## src/rtl/tlc5955_pkg.sv

```systemverilog
// Shared types and constants for the TLC5955 serial-chain controller.
package tlc5955_pkg;

    localparam int unsigned HDR_BITS       = 1;
    localparam int unsigned WORDS_PER_CHIP = 48;

    typedef enum logic [2:0] {
        ST_IDLE  = 3'd0,
        ST_PRIME = 3'd1,
        ST_HDR   = 3'd2,
        ST_SHIFT = 3'd3,
        ST_LAT   = 3'd4,
        ST_DONE  = 3'd5
    } state_e;

    // Counter width able to hold 0..n-1, never narrower than one bit.
    function automatic int unsigned cnt_width(input int unsigned n);
        return (n > 1) ? $clog2(n) : 1;
    endfunction

endpackage

```

## src/rtl/tlc5955_sclk_gen.sv

```systemverilog
// Clock divider: div_clk toggles every Div cycles while en is high, idles low otherwise.
// rise_c/fall_c flag the clk edge on which div_clk will rise/fall.
module tlc5955_sclk_gen
    import tlc5955_pkg::*;
#(
    parameter int unsigned Div = 2
) (
    input  logic clk,
    input  logic reset_n,
    input  logic en,
    output logic div_clk,
    output logic rise_c,
    output logic fall_c
);

    localparam int unsigned CntW = cnt_width(Div);

    logic [CntW-1:0] cnt;
    logic            tick_c;

    assign tick_c = en && (cnt == CntW'(Div - 1));
    assign rise_c = tick_c && !div_clk;
    assign fall_c = tick_c && div_clk;

    // Half-period counter; restarts low whenever disabled so each enable begins a fresh low phase.
    always_ff @(posedge clk or negedge reset_n) begin
        if (!reset_n) begin
            cnt     <= '0;
            div_clk <= 1'b0;
        end else if (!en) begin
            cnt     <= '0;
            div_clk <= 1'b0;
        end else if (tick_c) begin
            cnt     <= '0;
            div_clk <= ~div_clk;
        end else begin
            cnt <= cnt + CntW'(1);
        end
    end

endmodule

```

## src/rtl/tlc5955_shift_ctrl.sv

```systemverilog
// Streams one frame from the frame buffer onto the TLC5955 chain: header bit per chip,
// words MSB-first on sin/sclk (descending addresses), then a lat pulse and done.
// Optional free-running gsclk output when TLC5955_GSCLK_EN is defined.
module tlc5955_shift_ctrl
    import tlc5955_pkg::*;
#(
    parameter int unsigned DataWidth    = 16,
    parameter int unsigned AddrWidth    = 8,
    parameter int unsigned WordsPerChip = WORDS_PER_CHIP,
    parameter int unsigned ClkDiv       = 2,
    parameter int unsigned LatCycles    = 4
`ifdef TLC5955_GSCLK_EN
    ,
    parameter int unsigned GsclkDiv     = 2
`endif
) (
    input  logic                 clk,
    input  logic                 reset_n,
    input  logic                 start,
    input  logic                 latch_sel,
    input  logic [AddrWidth-1:0] start_addr,
    output logic                 busy,
    output logic                 done,
    output logic                 buf_set_read_addr,
    output logic [AddrWidth-1:0] buf_read_addr,
    output logic                 buf_read_next,
    input  logic [DataWidth-1:0] buf_read_data,
    input  logic                 buf_read_addr_0,
    output logic                 sclk,
    output logic                 sin,
    output logic                 lat
`ifdef TLC5955_GSCLK_EN
    ,
    output logic                 gsclk
`endif
);

    localparam int unsigned BitW  = cnt_width((DataWidth > HDR_BITS) ? DataWidth : HDR_BITS);
    localparam int unsigned ChipW = cnt_width(WordsPerChip);
    localparam int unsigned LatW  = cnt_width(LatCycles);

    state_e               state;
    logic [DataWidth-1:0] shreg;
    logic [BitW-1:0]      bit_cnt;
    logic [ChipW-1:0]     chip_cnt;
    logic [LatW-1:0]      lat_cnt;
    logic                 hdr_val;
    logic                 last_loaded;
    logic                 bit_en_c;
    logic                 bit_end_c;
    logic                 sclk_rise_unused;

    assign bit_en_c = (state == ST_HDR) || (state == ST_SHIFT);

    tlc5955_sclk_gen #(.Div(ClkDiv)) u_sclk_gen (
        .clk     (clk),
        .reset_n (reset_n),
        .en      (bit_en_c),
        .div_clk (sclk),
        .rise_c  (sclk_rise_unused),
        .fall_c  (bit_end_c)
    );

`ifdef TLC5955_GSCLK_EN
    logic gs_rise_unused;
    logic gs_fall_unused;

    tlc5955_sclk_gen #(.Div(GsclkDiv)) u_gsclk_gen (
        .clk     (clk),
        .reset_n (reset_n),
        .en      (1'b1),
        .div_clk (gsclk),
        .rise_c  (gs_rise_unused),
        .fall_c  (gs_fall_unused)
    );
`endif

    // Frame sequencer; sin changes only at bit-period boundaries (sclk falling).
    always_ff @(posedge clk or negedge reset_n) begin
        if (!reset_n) begin
            state             <= ST_IDLE;
            busy              <= 1'b0;
            done              <= 1'b0;
            buf_set_read_addr <= 1'b0;
            buf_read_addr     <= '0;
            buf_read_next     <= 1'b0;
            sin               <= 1'b0;
            lat               <= 1'b0;
            shreg             <= '0;
            bit_cnt           <= '0;
            chip_cnt          <= '0;
            lat_cnt           <= '0;
            hdr_val           <= 1'b0;
            last_loaded       <= 1'b0;
        end else begin
            buf_set_read_addr <= 1'b0;
            buf_read_next     <= 1'b0;
            done              <= 1'b0;
            case (state)
                ST_IDLE: begin
                    if (start) begin
                        buf_set_read_addr <= 1'b1;
                        buf_read_addr     <= start_addr;
                        hdr_val           <= latch_sel;
                        busy              <= 1'b1;
                        state             <= ST_PRIME;
                    end
                end
                ST_PRIME: begin
                    sin     <= hdr_val;
                    bit_cnt <= '0;
                    state   <= ST_HDR;
                end
                ST_HDR: begin
                    if (bit_end_c) begin
                        if (bit_cnt == BitW'(HDR_BITS - 1)) begin
                            sin           <= buf_read_data[DataWidth-1];
                            shreg         <= {buf_read_data[DataWidth-2:0], 1'b0};
                            buf_read_next <= !buf_read_addr_0;
                            last_loaded   <= buf_read_addr_0;
                            bit_cnt       <= '0;
                            chip_cnt      <= ChipW'(WordsPerChip - 1);
                            state         <= ST_SHIFT;
                        end else begin
                            bit_cnt <= bit_cnt + BitW'(1);
                        end
                    end
                end
                ST_SHIFT: begin
                    if (bit_end_c) begin
                        if (bit_cnt != BitW'(DataWidth - 1)) begin
                            sin     <= shreg[DataWidth-1];
                            shreg   <= {shreg[DataWidth-2:0], 1'b0};
                            bit_cnt <= bit_cnt + BitW'(1);
                        end else if (last_loaded) begin
                            sin     <= 1'b0;
                            lat     <= 1'b1;
                            lat_cnt <= '0;
                            state   <= ST_LAT;
                        end else if (chip_cnt == '0) begin
                            sin     <= hdr_val;
                            bit_cnt <= '0;
                            state   <= ST_HDR;
                        end else begin
                            // Next word was prefetched when the current one was loaded.
                            sin           <= buf_read_data[DataWidth-1];
                            shreg         <= {buf_read_data[DataWidth-2:0], 1'b0};
                            buf_read_next <= !buf_read_addr_0;
                            last_loaded   <= buf_read_addr_0;
                            bit_cnt       <= '0;
                            chip_cnt      <= chip_cnt - ChipW'(1);
                        end
                    end
                end
                ST_LAT: begin
                    if (lat_cnt == LatW'(LatCycles - 1)) begin
                        lat   <= 1'b0;
                        done  <= 1'b1;
                        busy  <= 1'b0;
                        state <= ST_DONE;
                    end else begin
                        lat_cnt <= lat_cnt + LatW'(1);
                    end
                end
                ST_DONE: begin
                    state <= ST_IDLE;
                end
                default: begin
                    state <= ST_IDLE;
                end
            endcase
        end
    end

endmodule

```

## config.mk

```make
export PLATFORM = sky130hd
export DESIGN_NAME = tlc5955_shift_ctrl
export DESIGN_NICKNAME = d
export VERILOG_FILES = /design/src/rtl/tlc5955_pkg.sv /design/src/rtl/tlc5955_sclk_gen.sv /design/src/rtl/tlc5955_shift_ctrl.sv
export SDC_FILE = /design/constraint.sdc
export NUM_CORES = 1
export LEC_CHECK = 0
export CAP_MARGIN = 20
export CORE_MARGIN = 3
export CORE_UTILIZATION = 40
export CTS_CLUSTER_DIAMETER = 100
export DETAILED_ROUTE_END_ITERATION = 8
export MAX_ROUTING_LAYER = met4
export PLACE_DENSITY = 0.66
export SLEW_MARGIN = 20
export SYNTH_ARGS = -nofsm -noshare
export SYNTH_HDL_FRONTEND = slang
export SYNTH_SLANG_ARGS = --single-unit
```

## constraint.sdc

```tcl
create_clock -name clk -period 1.85 [get_ports clk]
set_clock_uncertainty 0.1 [all_clocks]
set_input_delay 0.37 -clock clk [delete_from_list [all_inputs] [get_ports clk]]
set_output_delay 0.37 -clock clk [all_outputs]
set_load 0.05 [all_outputs]
```

==> flow_summary.ini, run 1 <==
[status]
status = finished clean

[synthesis]
synth_cells = 229
synth_fp_nets = 263
synth_edf_count = 0
synth_seq_area_share_pct = 50.4
ys_seq_elements = 48
synth.avg_cell_area_um2 = 10.4
synth_top_cell_by_area = dfrtp_1
ys_types = 46
async_flop_share_pct = 100
yosys.area.top_type_share_pct = 50.4
yosysWarnings = 0
synthTopCellsByArea = dfrtp_1, mux2i_1, mux2_2
synthFlopType = dfrtp_1
netlist_area_um2 = 2380

[placement]
place_ws_ps = -85.6
hpwl_mm = 3.63
gp_congestion = 0.846
placedCellCount = 356
io_buffer_count = 43
dpl_cell_area_um2 = 3020

[finish]
nNetsFinal = 328
seq_area_um2 = 1200
multi_input_comb_area_um2 = 1110
syn_to_final_growth_pct = 34.7
final_common_cell = dfrtp_1
final_area_um2 = 3210
mostFrequentLayoutCells = dfrtp_1, buf_4, nand2_1, clkdlybuf4s50_1, mux2i_1
drive_gt1_share_pct = 27.1
layout.cells.non_filler = 367
antennaDiodeCount = 0
fillers = 502
utilization_pct = 56.9

[pwr]
ir_drop_uv = 366
p_per_area_nw_per_um2 = 631
leakage_nw = 1.44

[sta]
post-route-period-util_pct = 98.4
post-route-min-period_ps = 1820
tightest_slew_ps = 314
tns_ps = 0
fin_ws_ps = 30.1
slew_headroom_pct = 78.9
rsz0062_at_grt = true
final_max_slew_viol_count = 0
finalSetupViolations = 0
fmax_ghz = 0.549
final_hold_viol_count = 0

[job]
max_cap_viol_count = 0

[routing]
routed_wl_mm = 4.90
routedWlPerCell_um = 13.3
via_per_inst = 5.13
vias = 1884
drtIter0Drc = 155
drc = 0
dr.pass1.iters = 4
ant_nets = 0

[cts]
clock-sinks = 48
cts_tree = done
cts.clk_slew.worst_paths_ps = 90
clockRootBuffer = clkbuf_8
htree_levels = 2
clock_path_buffers = 2
cts_buffers = 5
insertion_delay_ps = 290

[grt]
grt_first_pass_wirelength_mm = 8.83
grt_start_max_net_pins = 49
antenna_found_initial = 0
track_usage_pct = 15.8
overflow = 0
grt_pass1_vias = 1873

[min_path]
hold-path-endpoint = shreg[6]
hold_path_class = flip-flop to flip-flop
whs_path_depth = 2
hold_start = shreg[6]

[setup_path]
worstPathMaxFanout = 6
arrival_ps = 1910
rr_startpoint = state[2]
r2r_cells = 5
cp.required_ps = 1940
crit_path_start_kind = flip-flop
regToRegSetupSlack_ps = 30
cp-startpoint = state[2]
cp-end-kind = flip-flop
rr_endpoint = state[0]
setup.worst_path.class = flip-flop to flip-flop

[floorplanning]
dieArea_um2 = 6920
rows = 27
initial_core_util_pct = 42.2
die_x_um = 83.2
io_pins = 44
fp.coreArea_um2 = 5640
die_h_um = 83.2
==> routing by layer <==
layer  wire, µm  global-route usage [%]
met1       2320                    20.5
met3        169                    3.17
met5          0                       -
met4         29                    3.57
met2       2380                    25.5
==> synth_stat cells (2+ instances only) <==
cell type,instances
and3_1,2
buf_2,4
o21ai_0,14
a22oi_1,2
mux2i_1,14
mux2_2,11
nand2_1,32
nor3_1,5
nor2_1,12
buf_4,5
inv_1,9
nand3_1,6
nand2b_1,6
a31oi_1,8
dfrtp_1,48
ha_1,5
o21ai_1,4
a21o_1,4
and2_1,2
a21oi_1,9
clkbuf_1,2
==> worst max-delay path by stage <==
stage	to	slack (ps)	cells past startpoint
floorplan	state[0]	30	6
global placement	state[0]	-50	5
detailed placement	state[0]	-90	5
CTS	chip_cnt[4]	9	6
global route	state[0]	-60	7
finish	state[0]	30	5
==> timing repair <==
item,4_1_cts,5_1_grt
setup buffers,0,2
hold buffers,1,0
endpoints found under the hold margin,48,0
pin swaps,0,2
setup endpoints to repair,16,23
gates resized for setup,2,11
==> through the flow <==
stage | hold WS, ps | total power (W)
6_report | 390 | 0.00203
5_1_grt | 405 | 0.00212
4_1_cts | 386 | 0.00206
3_5_place_dp | 281 | 0.00126
3_3_place_gp | 278 | 0.00126
2_1_floorplan | -25.6 | 0.00115
==> logic make-up after synthesis <==
logic type / Yosys count / synth area share, %
simple gates: 75 / 15.3
compound gates: 53 / 15.3
flops: 48 / 50.4
mux: 25 / 11.1
buf+inv: 22 / 4.83
fa+ha+maj: 5 / 2.63
xor+xnor: 1 / 0.368
==> area by class of cell <==
type                            instances  share of cell area (%)
Clock buffer                            6                    2.57
Clock inverter                          2                    1.21
Inverter                                9                    1.05
Multi-Input combinational cell        159                    34.6
Sequential cell                        48                    37.5
Tap cell                               72                    2.81
Timing Repair Buffer                   71                    20.3
==> sequential cells by signal (all words and copies together) (netlist names), 2 cells and up <==
signal,cells
buf_read_addr,8
shreg,15
lat_cnt,2
state,3
bit_cnt,4
chip_cnt,6
==> critical path: stages (launching register included) <==
cell      delay (ps)
dfrtp_2          450
buf_4            160
nand2b_1         150
a32o_1           260
a211oi_2         230
mux2_2           360
==> where the power goes <==
group          switching, W  internal [W]
clock network      0.000345      0.000442
logic             0.0000809     0.0000838
registers        0.00000893       0.00106
total              0.000435       0.00159
No activity file was read; power rests on OpenSTA's default activity.
==> inputs of run 2 (changes only) <==
--- a/config.mk
+++ b/config.mk
@@ -6,13 +6,14 @@
 export NUM_CORES = 1
 export LEC_CHECK = 0
 export CAP_MARGIN = 20
+export CORE_ASPECT_RATIO = 1.5
 export CORE_MARGIN = 3
 export CORE_UTILIZATION = 40
 export CTS_CLUSTER_DIAMETER = 100
 export DETAILED_ROUTE_END_ITERATION = 8
 export MAX_ROUTING_LAYER = met4
 export PLACE_DENSITY = 0.66
-export SLEW_MARGIN = 20
 export SYNTH_ARGS = -nofsm -noshare
 export SYNTH_HDL_FRONTEND = slang
 export SYNTH_SLANG_ARGS = --single-unit
+export TNS_END_PERCENT = 30
==> flow_summary.ini, run 2 (synthesis gave the netlist of run 1 again) <==
[finish]
mostFrequentLayoutCells = dfrtp_1, buf_4, nand2_1, clkdlybuf4s50_1, mux2i_1
drive_gt1_share_pct = 25.9
seq_area_um2 = 1200
top_regs = shreg x15, buf_read_addr x8, chip_cnt x6
fillers = 518
final_common_cell = dfrtp_1
antennaDiodeCount = 0
nNetsFinal = 326
syn_to_final_growth_pct = 32.6
top_register = shreg
largest_register_ffs = 15
multi_input_comb_area_um2 = 1110
layout.cells.non_filler = 363
utilization_pct = 56.2

[routing]
routedWlPerCell_um = 13.5
via_per_inst = 5.15
dr.pass1.iters = 4
drc = 0
drtIter0Drc = 74
ant_nets = 0
vias = 1871
routed_wl_mm = 4.91

[floorplanning]
rows = 33
initial_core_util_pct = 42.4
dieArea_um2 = 6940
die_x_um = 69.0
io_pins = 44
die_h_um = 101
fp.coreArea_um2 = 5620

[pwr]
pwr-share-comb_pct = 8.7
p_per_area_nw_per_um2 = 602
p_seq_share_pct = 56.5
ir_drop_uv = 409
swShare_pct = 23.5
p_int_w = 0.00145
clkPwrFrac_pct = 34.8
leakage_nw = 1.42
power_switching_w = 0.000447

[cts]
cts_buffers = 5
clock-sinks = 48
clock_path_buffers = 2
clockRootBuffer = clkbuf_8
cts_tree = done
htree_levels = 2
insertion_delay_ps = 310
cts.clk_slew.worst_paths_ps = 90

[grt]
track_usage_pct = 15.0
busiest_layer = met2
grt_first_pass_wirelength_mm = 8.24
antenna_found_initial = 0
grt_util_met3_pct = 2.99
grt_pass1_vias = 1843
grtUsageMet1_pct = 16.2
grtUsageMet2_pct = 27.0
grt_start_max_net_pins = 49
overflow = 0

[placement]
io_buffer_count = 43
placedCellCount = 351
gp_congestion = 0.793
hpwl_mm = 3.55

[min_path]
hold_path_class = flip-flop to flip-flop
hold_start = lat_cnt[0]

[setup_path]
cp.required_ps = 1950
slowest_stage = dfrtp_2
arrival_ps = 1890
cp-end-kind = flip-flop
setup.worst_path.class = flip-flop to flip-flop
path_buf_inv = 1
worstPathMaxFanout = 7
crit_path_start_kind = flip-flop
cp-startpoint = state[2]
rr_startpoint = state[2]
path_delay_family = compound AO/OA/AOI/OAI gates
critPathMaxStageDelay_ps = 460
cp_cell_sequence = buf_6, nand2b_1, a32o_1, a211oi_2, mux2_4

[sta]
final_hold_viol_count = 0
slew_headroom_pct = 79.2
fmax_ghz = 0.559
finalSetupViolations = 0
final_max_slew_viol_count = 0
post-route-period-util_pct = 96.8
tightest_slew_ps = 311
post-route-min-period_ps = 1790
rsz0062_at_grt = true

[status]
status = finished clean

[job]
max_cap_viol_count = 0
## run 2: what timing repair did
item | CTS | global route
endpoints found under the setup margin | 14 | 20
endpoints found under the hold margin | 48 | 0
resized for setup | 2 | 10
setup buffers | 0 | 3
hold buffers | 1 | 0
pin swaps | 0 | 1
## run 2: path summary, 6_finish.rpt
check	endpoint	slack, ps	depth (start not counted)
setup / recovery	state[0]	60	5
hold / removal	lat_cnt[0]	380	1
setup reg to reg	state[0]	60	5
hold reg to reg	lat_cnt[0]	380	1
max in group asynchronous	shreg[6]	960	3
min in group asynchronous	lat_cnt[0]	470	3
## run 2: stage by stage
| step | total power [W] | setup slack, ps | hold WS [ps] | area [µm²] | setup TNS (ps) |
|---|---|---|---|---|---|
| finish | 0.00190 | 59.8 | 377 | 3160 | 0 |
| global route | 0.00197 | -37.1 | 399 | 3160 | -51.0 |
| CTS | 0.00193 | -7.49 | 379 | 3100 | -7.49 |
| detailed placement | 0.00126 | -56.6 | 276 | 2980 | -56.6 |
| global placement | 0.00126 | -45.6 | 276 | 2980 | -45.6 |
| floorplan | 0.00115 | 30.1 | -25.6 | 2380 | 0 |
## run 2: final cells by class
cell class	count	area share [%]
clock buffer	7	2.73
multi-input combinational	159	35.3
sequential	48	38.1
clock inverter	1	0.238
inverter	9	1.07
timing repair buffer	69	19.8
tap	70	2.77
## run 2: power by group through the flow
stage | Sequential (W) | Clock [W] | Combinational (W)
after global placement | 0.00109 | 0 | 0.000165
after floorplan | 0.00113 | 0 | 0.0000190
after detailed placement | 0.00109 | 0 | 0.000165
after global routing | 0.00108 | 0.000718 | 0.000176
after CTS | 0.00107 | 0.000685 | 0.000168
final | 0.00107 | 0.000662 | 0.000164
## run 2: worst reg2reg max path: cells and delay by family (launching register included)
| family | cells | cell delay, ps |
|---|---|---|
| compound gates | 2 | 500 |
| flops | 1 | 460 |
| mux | 1 | 320 |
| buf+inv | 1 | 150 |
| simple gates | 1 | 150 |
## run 2: routing by layer
| layer | up-vias | share of wire, % |
|---|---|---|
| li1 | 936 | - |
| met1 | 897 | 43 |
| met2 | 32 | 51 |
| met3 | 6 | 3.8 |
| met4 | 0 | 1.4 |
| met5 | - | 0 |
==> inputs of run 3 (changes only) <==
--- a/config.mk
+++ b/config.mk
@@ -11,7 +11,6 @@
 export CORE_UTILIZATION = 40
 export CTS_CLUSTER_DIAMETER = 100
 export DETAILED_ROUTE_END_ITERATION = 8
-export MAX_ROUTING_LAYER = met4
 export PLACE_DENSITY = 0.66
 export SYNTH_ARGS = -nofsm -noshare
 export SYNTH_HDL_FRONTEND = slang
==> constraint.sdc (replaced) <==
create_clock -name clk -period 1.55 [get_ports clk]
set_clock_uncertainty 0.1 [all_clocks]
set_input_delay 0.31 -clock clk [delete_from_list [all_inputs] [get_ports clk]]
set_output_delay 0.31 -clock clk [all_outputs]
set_load 0.05 [all_outputs]
==> flow_summary.ini, run 3 (synthesis gave the netlist of run 1 again) <==
[status]
status = finished, violations left
violations = negative setup slack

[sta]
rsz0062_at_grt = true
fmax_ghz = 0.538
fin_ws_ps = -310
final_hold_viol_count = 0
tightest_slew_ps = 342
post-route-period-util_pct = 120
post-route-min-period_ps = 1860
finalSetupViolations = 41
final_max_slew_viol_count = 0
slew_headroom_pct = 77.2

[finish]
top_register = shreg
nNetsFinal = 356
final_common_cell = dfrtp_1
top_regs = shreg x15, buf_read_addr x8, chip_cnt x6
drive_gt1_share_pct = 43.0
seq_area_um2 = 1210
antennaDiodeCount = 0
mostFrequentLayoutCells = dfrtp_1, buf_4, clkdlybuf4s50_1, nand2_1, buf_12
syn_to_final_growth_pct = 64.0
multi_input_comb_area_um2 = 1300
largest_register_ffs = 15
utilization_pct = 69.6
fillers = 427

[floorplanning]
die_h_um = 101
die_x_um = 69.0
initial_core_util_pct = 42.4
io_pins = 44
dieArea_um2 = 6940
rows = 33
fp.coreArea_um2 = 5620

[job]
max_cap_viol_count = 0

[pwr]
swShare_pct = 21.2
p_per_area_nw_per_um2 = 667
power_switching_w = 0.000552
p_seq_share_pct = 49.5
pwr-share-comb_pct = 9.0
ir_drop_uv = 866
p_int_w = 0.00205
clkPwrFrac_pct = 41.5
leakage_nw = 1.73

[setup_path]
path_buf_inv = 2
cp_cell_sequence = nor4_4, a21oi_4, o311ai_4, buf_12, clkbuf_16, o21ai_1
cp-startpoint = chip_cnt[5]
arrival_ps = 1960
cp.required_ps = 1650
setup.worst_path.class = flip-flop to flip-flop
rr_startpoint = chip_cnt[5]
crit_path_start_kind = flip-flop
worstPathMaxFanout = 8
slowest_stage = dfrtp_1
critPathMaxStageDelay_ps = 420
path_delay_family = compound AO/OA/AOI/OAI gates
cp-end-kind = flip-flop

[routing]
drtIter0Drc = 29
routedWlPerCell_um = 15.5
via_per_inst = 5.28
vias = 2074
drc = 0
routed_wl_mm = 6.08
dr.pass1.iters = 4
ant_nets = 0

[cts]
htree_levels = 2
cts.clk_slew.worst_paths_ps = 90
cts_buffers = 5
clock_path_buffers = 2
insertion_delay_ps = 300
clockRootBuffer = clkbuf_8
cts_tree = done
clock-sinks = 48

[placement]
io_buffer_count = 43
gp_congestion = 0.771
hpwl_mm = 4.08
place_ws_ps = -381

[grt]
antenna_found_initial = 0
track_usage_pct = 16.8
grt_pass1_vias = 2055
overflow = 0
grt_start_max_net_pins = 37
grt_first_pass_wirelength_mm = 9.43

[min_path]
hold_path_class = input port to asynchronous set/reset pin
-- run 3: cell count changes in the layout (fill, tap and decap cells not counted), moves of 7 or more --
cell and delta:
nand2_2 +8, o21ai_1 +8, nand2_1 -10, buf_12 +18
o21ai_0 -11, buf_6 +7
-- run 3: worst paths after layout --
path	cells after the start	end	slack (ps)
max in group asynchronous	3	u_sclk_gen.div_clk	490
worst max register to register	6	shreg[11]	-310
worst max-delay path	6	shreg[11]	-310
worst min register to register	2	shreg[9]	390
worst min-delay path	2	lat	330
min in group clk	2	shreg[9]	390
-- run 3: worst reg2reg max path: stages (launching register included) --
cell,delay (ps)
dfrtp_1,420
nor4_4,380
a21oi_4,150
o311ai_4,310
buf_12,170
clkbuf_16,150
o21ai_1,70
-- run 3: final cells by class --
| cell class | count | area share (%) |
|---|---|---|
| multi-input combinational | 159 | 33.3 |
| clock inverter | 3 | 1.76 |
| timing repair buffer | 99 | 29.1 |
| tap | 70 | 2.24 |
| clock buffer | 5 | 1.76 |
| sequential | 48 | 30.9 |
| inverter | 9 | 0.865 |
-- run 3: timing repair --
| action | in CTS | in global routing |
|---|---|---|
| setup endpoints to repair | 41 | 41 |
| buffers inserted | 0 | 3 |
| hold buffers | 1 | 0 |
| gates cloned | 0 | 3 |
| hold endpoints to repair | 12 | 0 |
| resized for setup | 18 | 42 |
| pin swaps | 3 | 15 |
-- run 3: power by group through the flow --
stage                     registers (W)  clock network (W)   logic, W
after floorplan                 0.00135                  0  0.0000227
after global placement          0.00131                  0   0.000232
after detailed placement        0.00131                  0   0.000234
after CTS                       0.00129            0.00111   0.000237
after global routing            0.00129            0.00117   0.000250
final                           0.00129            0.00108   0.000235
-- run 3: metrics by stage --
stage / hold slack, ps / cell area (µm²) / std cells / setup TNS (ps) / total power [W]
6_report: 333 / 3910 / 393 / -7800 / 0.00261
3_5_place_dp: 134 / 3420 / 378 / -10280 / 0.00155
4_1_cts: 341 / 3640 / 387 / -6940 / 0.00263
2_1_floorplan: -85.6 / 2420 / 229 / -3010 / 0.00138
3_3_place_gp: 133 / 3420 / 378 / -8720 / 0.00154
5_1_grt: 337 / 3910 / 393 / -10940 / 0.00272
-- run 3: layer usage --
metal	track usage, %	wire [µm]	vias to the layer above
li1	-	-	991
met1	19.7	2290	1029
met2	29.5	3440	47
met3	4.49	268	7
met4	6.02	92	0
met5	0	0	-
